===== src/rtl/sap_pkg.sv =====
// Shared constants for the SAP controller-sequencer: opcodes, control-word bit positions, T-states.
package sap_pkg;

  localparam logic [3:0] OP_LDA = 4'h0;
  localparam logic [3:0] OP_ADD = 4'h1;
  localparam logic [3:0] OP_SUB = 4'h2;
  localparam logic [3:0] OP_OUT = 4'hE;
  localparam logic [3:0] OP_HLT = 4'hF;

  // Control word bit positions, MSB first: {CP, EP, LM_n, CE_n, LI_n, EI_n, LA_n, EA, SU, EU, LB_n, LO_n}
  localparam int CON_CP   = 11;
  localparam int CON_EP   = 10;
  localparam int CON_LM_N = 9;
  localparam int CON_CE_N = 8;
  localparam int CON_LI_N = 7;
  localparam int CON_EI_N = 6;
  localparam int CON_LA_N = 5;
  localparam int CON_EA   = 4;
  localparam int CON_SU   = 3;
  localparam int CON_EU   = 2;
  localparam int CON_LB_N = 1;
  localparam int CON_LO_N = 0;

  localparam logic [11:0] CON_IDLE = 12'h3E3;

  typedef enum logic [5:0] {
    T1 = 6'b000001,
    T2 = 6'b000010,
    T3 = 6'b000100,
    T4 = 6'b001000,
    T5 = 6'b010000,
    T6 = 6'b100000
  } tstate_e;

  function automatic logic op_known(input logic [3:0] op);
    return (op == OP_LDA) || (op == OP_ADD) || (op == OP_SUB) ||
           (op == OP_OUT) || (op == OP_HLT);
  endfunction

endpackage


===== src/rtl/sap_ring_counter.sv =====
// One-hot T1..T6 ring; hold/freeze keep the current state, restart jumps back to T1.
module sap_ring_counter
  import sap_pkg::*;
(
  input  logic       clk,
  input  logic       clr,
  input  logic       hold,
  input  logic       restart,
  input  logic       freeze,
  output logic [5:0] t_state
);

  tstate_e state;

  always_ff @(posedge clk) begin
    if (!clr) begin
      state <= T1;
    end else if (!(hold || freeze)) begin
      if (restart) begin
        state <= T1;
      end else begin
        case (state)
          T1:      state <= T2;
          T2:      state <= T3;
          T3:      state <= T4;
          T4:      state <= T5;
          T5:      state <= T6;
          default: state <= T1;
        endcase
      end
    end
  end

  assign t_state = state;

endmodule


===== src/rtl/sap_controller_sequencer.sv =====
// SAP controller-sequencer: T-state ring plus opcode decode into the 12-bit control word.
module sap_controller_sequencer
  import sap_pkg::*;
#(
  parameter logic EARLY_END = 1'b0,
  parameter int   OPCODE_W  = 4
) (
  input  logic                clk,
  input  logic                clr,
  input  logic                run,
  input  logic [OPCODE_W-1:0] opcode,
  output logic [11:0]         con,
  output logic [5:0]          t_state,
  output logic                halted
);

  logic active;
  logic is_t4;
  logic hlt_now;
  logic early;

  assign active  = run && !halted;
  assign is_t4   = (t_state == T4);
  assign hlt_now = active && is_t4 && (opcode == OP_HLT);

  // Early restart only applies to instructions whose remaining T-states would be idle.
  assign early = EARLY_END &&
                 (((t_state == T5) && (opcode == OP_LDA)) ||
                  (is_t4 && ((opcode == OP_OUT) || !op_known(opcode))));

  sap_ring_counter u_ring (
    .clk     (clk),
    .clr     (clr),
    .hold    (!run),
    .restart (early),
    .freeze  (halted || hlt_now),
    .t_state (t_state)
  );

  always_ff @(posedge clk) begin
    if (!clr) begin
      halted <= 1'b0;
    end else if (hlt_now) begin
      halted <= 1'b1;
    end
  end

  always_comb begin
    con = CON_IDLE;
    if (active) begin
      case (t_state)
        T1: begin
          con[CON_EP]   = 1'b1;
          con[CON_LM_N] = 1'b0;
        end
        T2: con[CON_CP] = 1'b1;
        T3: begin
          con[CON_CE_N] = 1'b0;
          con[CON_LI_N] = 1'b0;
        end
        T4: begin
          case (opcode)
            OP_LDA, OP_ADD, OP_SUB: begin
              con[CON_EI_N] = 1'b0;
              con[CON_LM_N] = 1'b0;
            end
            OP_OUT: begin
              con[CON_EA]   = 1'b1;
              con[CON_LO_N] = 1'b0;
            end
            default: ;
          endcase
        end
        T5: begin
          case (opcode)
            OP_LDA: begin
              con[CON_CE_N] = 1'b0;
              con[CON_LA_N] = 1'b0;
            end
            OP_ADD, OP_SUB: begin
              con[CON_CE_N] = 1'b0;
              con[CON_LB_N] = 1'b0;
            end
            default: ;
          endcase
        end
        T6: begin
          if ((opcode == OP_ADD) || (opcode == OP_SUB)) begin
            con[CON_EU]   = 1'b1;
            con[CON_LA_N] = 1'b0;
            con[CON_SU]   = (opcode == OP_SUB);
          end
        end
        default: ;
      endcase
    end
  end

endmodule


===== config.mk =====
export PLATFORM = sky130hd
export DESIGN_NAME = sap_controller_sequencer
export DESIGN_NICKNAME = d
export VERILOG_FILES = /design/src/rtl/sap_pkg.sv /design/src/rtl/sap_ring_counter.sv /design/src/rtl/sap_controller_sequencer.sv
export SDC_FILE = /design/constraint.sdc
export NUM_CORES = 1
export LEC_CHECK = 0
export BUFFER_PORTS_ARGS = -buffer_cell sky130_fd_sc_hd__buf_2
export CAP_MARGIN = 10
export CORE_AREA = 8 8 45 47
export CTS_CLUSTER_SIZE = 14
export DETAILED_ROUTE_END_ITERATION = 7
export DIE_AREA = 0 0 53 55
export PLACE_DENSITY = 0.73
export SETUP_SLACK_MARGIN = 0.02
export SYNTH_ARGS = -nofsm -noshare
export SYNTH_HDL_FRONTEND = slang
export SYNTH_SLANG_ARGS = --single-unit

===== constraint.sdc =====
create_clock -name clk -period 3.1 [get_ports clk]
set_input_delay 0.62 -clock clk [delete_from_list [all_inputs] [get_ports clk]]
set_output_delay 0.62 -clock clk [all_outputs]
set_load 0.01 [all_outputs]

Yosys cells after proc, flatten, opt, wreduce, memory -nomap -nowiden
Cells that the tools add are included.
{ "word_totals": {"reg_bits": 7, "input_bits": 7, "out_inout_bits": 19, "word_cells": 43} }
{ "op_classes": {"eq_ne": 10, "mux": 20, "n_reduce_logical": 11} }
{ "op_table": {"columns": ["cell", "n"], "rows": [
  ["case mux 6 bit (5 select lines)", 1],
  ["2-to-1 mux 1 bit", 13],
  ["2-to-1 mux 12 bit", 1],
  ["== test 4 bit, second input constant", 2],
  ["== test 6 x 1 -> 1 bit, second input constant", 1],
  ["== test 6 x 2 -> 1 bit, second input constant", 1],
  ["== test 6 x 3 -> 1 bit, second input constant", 1],
  ["== test 6 x 4 -> 1 bit, second input constant", 1],
  ["== test 6 x 5 -> 1 bit, second input constant", 1],
  ["== test 6 bit, second input constant", 1],
  ["case mux 1 bit (2 select lines)", 3],
  ["== test 4 x 1 -> 1 bit, second input constant", 1],
  ["== test 4 x 2 -> 1 bit, second input constant", 1],
  ["logical NOT 4 bit", 1],
  ["2-to-1 mux 2 bit", 2],
  ["logical AND 1 bit", 3],
  ["logical OR 1 bit", 3],
  ["OR reduction 3 bit", 1],
  ["logical NOT 1 bit", 2],
  ["OR reduction 2 bit", 1]
]} }

Depth between registers and ports, before layout
{ "depth": {"word_depth": 6, "ltp_mapped": 5, "ltp_nobuf": 4} }

Modules after synthesis
A second synthesis with hierarchy kept.
{ "hier_totals": {"cells_unflattened": 77, "hier_area_um2": 631.9} }
{ "by_module_without_submodules": {"columns": ["module", "n_inst", "cells_per_inst", "area_per_inst_um2", "seq_area_each_um2"], "rows": [
  ["sap_ring_counter", 1, 37, 336.6, 120.1],
  ["sap_controller_sequencer", 1, 40, 295.3, 20.0]
]} }

Worst setup path before layout
OpenSTA, ideal clock, no wires.
{ "synth_timing": {"path_kind": "reg2out", "start": "reg u_ring.state[0], in the netlist u_ring.t_state[0]", "end": "out con[4]", "arrival_time_ps": 1775, "required_time_ps": 2480, "slack_ps": 705, "path_stages_with_launch": 5, "path_buffers": 0, "path_cell_list": "dfxtp_1 or4_4 or2_1 or4_4 inv_2"} }
{ "synth_via": {"elab_chain_len": 3} }
{ "synth_rtl": {"columns": ["item", "line", "rtl"], "rows": [
  ["start, declared", "sap_ring_counter.sv:13", "tstate_e state;"],
  ["start signal, assigned", "sap_ring_counter.sv:17", "state <= T1;"],
  ["start signal, assigned", "sap_ring_counter.sv:20", "state <= T1;"],
  ["start signal, assigned", "sap_ring_counter.sv:23", "T1: state <= T2;"],
  ["== test 6 x 4 -> 1 bit", "sap_controller_sequencer.sv:51", "case (t_state)"],
  ["2-to-1 mux 1 bit", "sap_controller_sequencer.sv:51", null],
  ["2-to-1 mux 12 bit", "sap_controller_sequencer.sv:50", "if (active) begin"],
  ["end, declared", "sap_controller_sequencer.sv:12", "output logic [11:0] con,"]
]} }
Every way passes these cells.

Final worst setup path
Ends and elaborated chain as after synthesis.

==> summary.txt <==
Status: complete, no violations
Req. time, crit path: 2.48 ns
Worst path max stage delay: 0.55 ns
HP Class: reg -> reg
Final net count: 115
Setup_tns: 0 ns
Worst reg2reg path startpoint: u_ring.t_state[0]
Most common cell after layout, fill and taps aside: buf_2
Share of cells above drive strength 1: 29.0%
Hold_sp: u_ring.t_state[1]
GR Overflow Total: 0
IO Pins: 26
Die Wd: 53 µm
Routed len/inst: 12.7 µm
Async SR Flop Fraction: 0%
Skew-Pair Late Insertion Delay: 0.25 ns
Hold path endpoint: u_ring.t_state[1]
Htree depth: 1
Initial cell density of the core: 40.1%
Top_reg_cell synth: dfxtp_1
Cells on worst reg2reg path: 4
Port Buffers: 25
Leak Pwr: 0.000314 µW
Drt drc: 0
Hold path cells: 2
Worst-path clk slew: 0.05 ns
Total wire length: 1570 µm
Iter 0 DRT Violations: 15
EDFF count, synth: 0
CP startpoint kind: register
CORE AREA: 1380 µm²
Most frequent cells in the layout: buf_2, nand2_1, nor2_1, dfxtp_1
Global-route wire length before repair: 2660 µm
Pwr Density: 328 nW/µm²
Worst Clk Skew: 0.00381 ns
Cells after synthesis: 81
Number of global-route vias before repair: 647
Power Total: 234 µW
Detailed-route via count: 672
Root buf cell: clkbuf_4
Die Ht: 55 µm
Max frequency: 368 MHz
CTS Sinks: 7
Detailed placement HPWL: 1280 µm
RSZ-0062 raised after global routing: no
Ys Warns: 0
CTS buffer count: 3
Placer's final routability congestion estimate: 0.895
Most frequent CP cell: or4_4
WS Path Type: reg -> out
Num rows: 14
Post-Synthesis Net Count: 88
Fin. Hold Viols: 0
Overall routing resource usage: 11.9%
Largest net degree at the start of global routing: 12
Post-cts resize count: 0
Slowest CP cell: or4_4
Max-cap viol count: 0
Area growth syn-to-layout: 28.6%
Hold buffers post-CTS: 0
Synthesized cell area: 556 µm²
Worst vdd ir: 0.221 mV
Synth Area per Inst: 6.86 µm²
Antenna violations before repair: 0
Final setup vio count: 0
Final Max Tran Viols: 0
Crit-path max FO: 8
Drt pass-1 iters: 4
Reg2Reg Setup Slack: 1.18 ns
Fillcell total: 144
Drt via density: 5.46
Register bit total from synthesis: 7
Clk buf depth: 2
Worst-margin pin slew: 0.737 ns
TritonCTS clock tree: yes
Ant. Diodes: 0
Final min period: 2.72 ns
Die area: 2920 µm²
Slew margin rel.: 50.4%
Crit path capture type: output port
Worst EP arrival: 2.10 ns
# Post-CTS Setup Buffers: 0
Register area share after synthesis: 25.2%
Synth cell types: 31
FF-to-FF End: u_ring.t_state[3]
Worst-path cell chain: or4_4, or2_1, or4_4, inv_2, buf_2
Number of routed nets with antenna violations: 0
Final period utilization: 87.7%
## cell usage after synthesis, drive strengths merged, types with 3 or more instances
library cell / instances / area (µm²)
a21oi: 3 / 15.0
nand3: 5 / 25.0
dfxtp: 7 / 140
nand2: 13 / 48.8
or4: 3 / 30.0
nand2b: 4 / 25.0
nor2b: 4 / 25.0
or3: 3 / 18.8
o21ai: 5 / 25.0
nor3: 4 / 20.0
nor2: 7 / 26.3
## per-stage QoR
| step | hold WS [ns] | utilization, % | instances | worst slack, ns | instance area [µm²] |
|---|---|---|---|---|---|
| global placement | 0.511 | 49.7 | 119 | 0.668 | 688 |
| floorplan | 0.537 | - | 81 | 0.705 | 556 |
| finish | 0.539 | 51.6 | 123 | 0.382 | 714 |
| global route | 0.569 | 51.6 | 123 | 0.287 | 714 |
| detailed placement | 0.530 | 49.7 | 119 | 0.656 | 688 |
| CTS | 0.535 | 51.6 | 123 | 0.380 | 714 |
## per-layer routing
metal,GRT usage (%),wire length [µm],vias to the layer above
li1,-,-,346
met1,12.9,671,305
met2,18.9,759,17
met3,3.74,109,4
met4,9.48,25,0
met5,0,0,-
## layout make-up
cell class | count | area, µm² | share of cell area [%]
Multi-Input combinational cell | 70 | 399 | 55.9
Clock buffer | 4 | 26.3 | 3.68
Tap cell | 16 | 20.0 | 2.80
Timing Repair Buffer | 25 | 125 | 17.5
Sequential cell | 7 | 140 | 19.6
Inverter | 1 | 3.75 | 0.525
## worst max path at each step
stage,cells after the start,to,slack [ns],from
after floorplan,4,con[4],0.71,u_ring.t_state[0]
after global placement,5,con[4],0.67,u_ring.t_state[0]
after detailed placement,5,con[4],0.66,u_ring.t_state[0]
after CTS,5,con[4],0.38,u_ring.t_state[2]
after global routing,5,con[4],0.29,u_ring.t_state[0]
final,5,con[4],0.38,u_ring.t_state[0]
## sequential cells by signal, summed over array words and instances (netlist names)
signal          flops
u_ring.t_state      6
halted              1
## kinds of logic after synthesis
family                 count (synthesis)  synth area share, %
AO/OA/AOI/OAI                         15                 16.7
XOR/XNOR                               2                 3.15
buffers and inverters                  4                 2.93
flip-flops                             7                 25.2
AND/OR/NAND/NOR                       53                 52.0
## power breakdown
part | internal (µW) | total (µW) | switching [µW]
sequential | 93.8 | 100 | 6.51
clock | 48.9 | 79.7 | 30.8
combinational | 23.9 | 54.5 | 30.6
total | 167 | 234 | 67.9
## worst max-delay path, delay by kind of cell, from the launching register on
kind / cells / cell delay, ns
DFF: 1 / 0.36
and+or+nand+nor: 3 / 1.32
buffers and inverters: 2 / 0.17
Note: power is estimated with default switching activity, not from simulation.
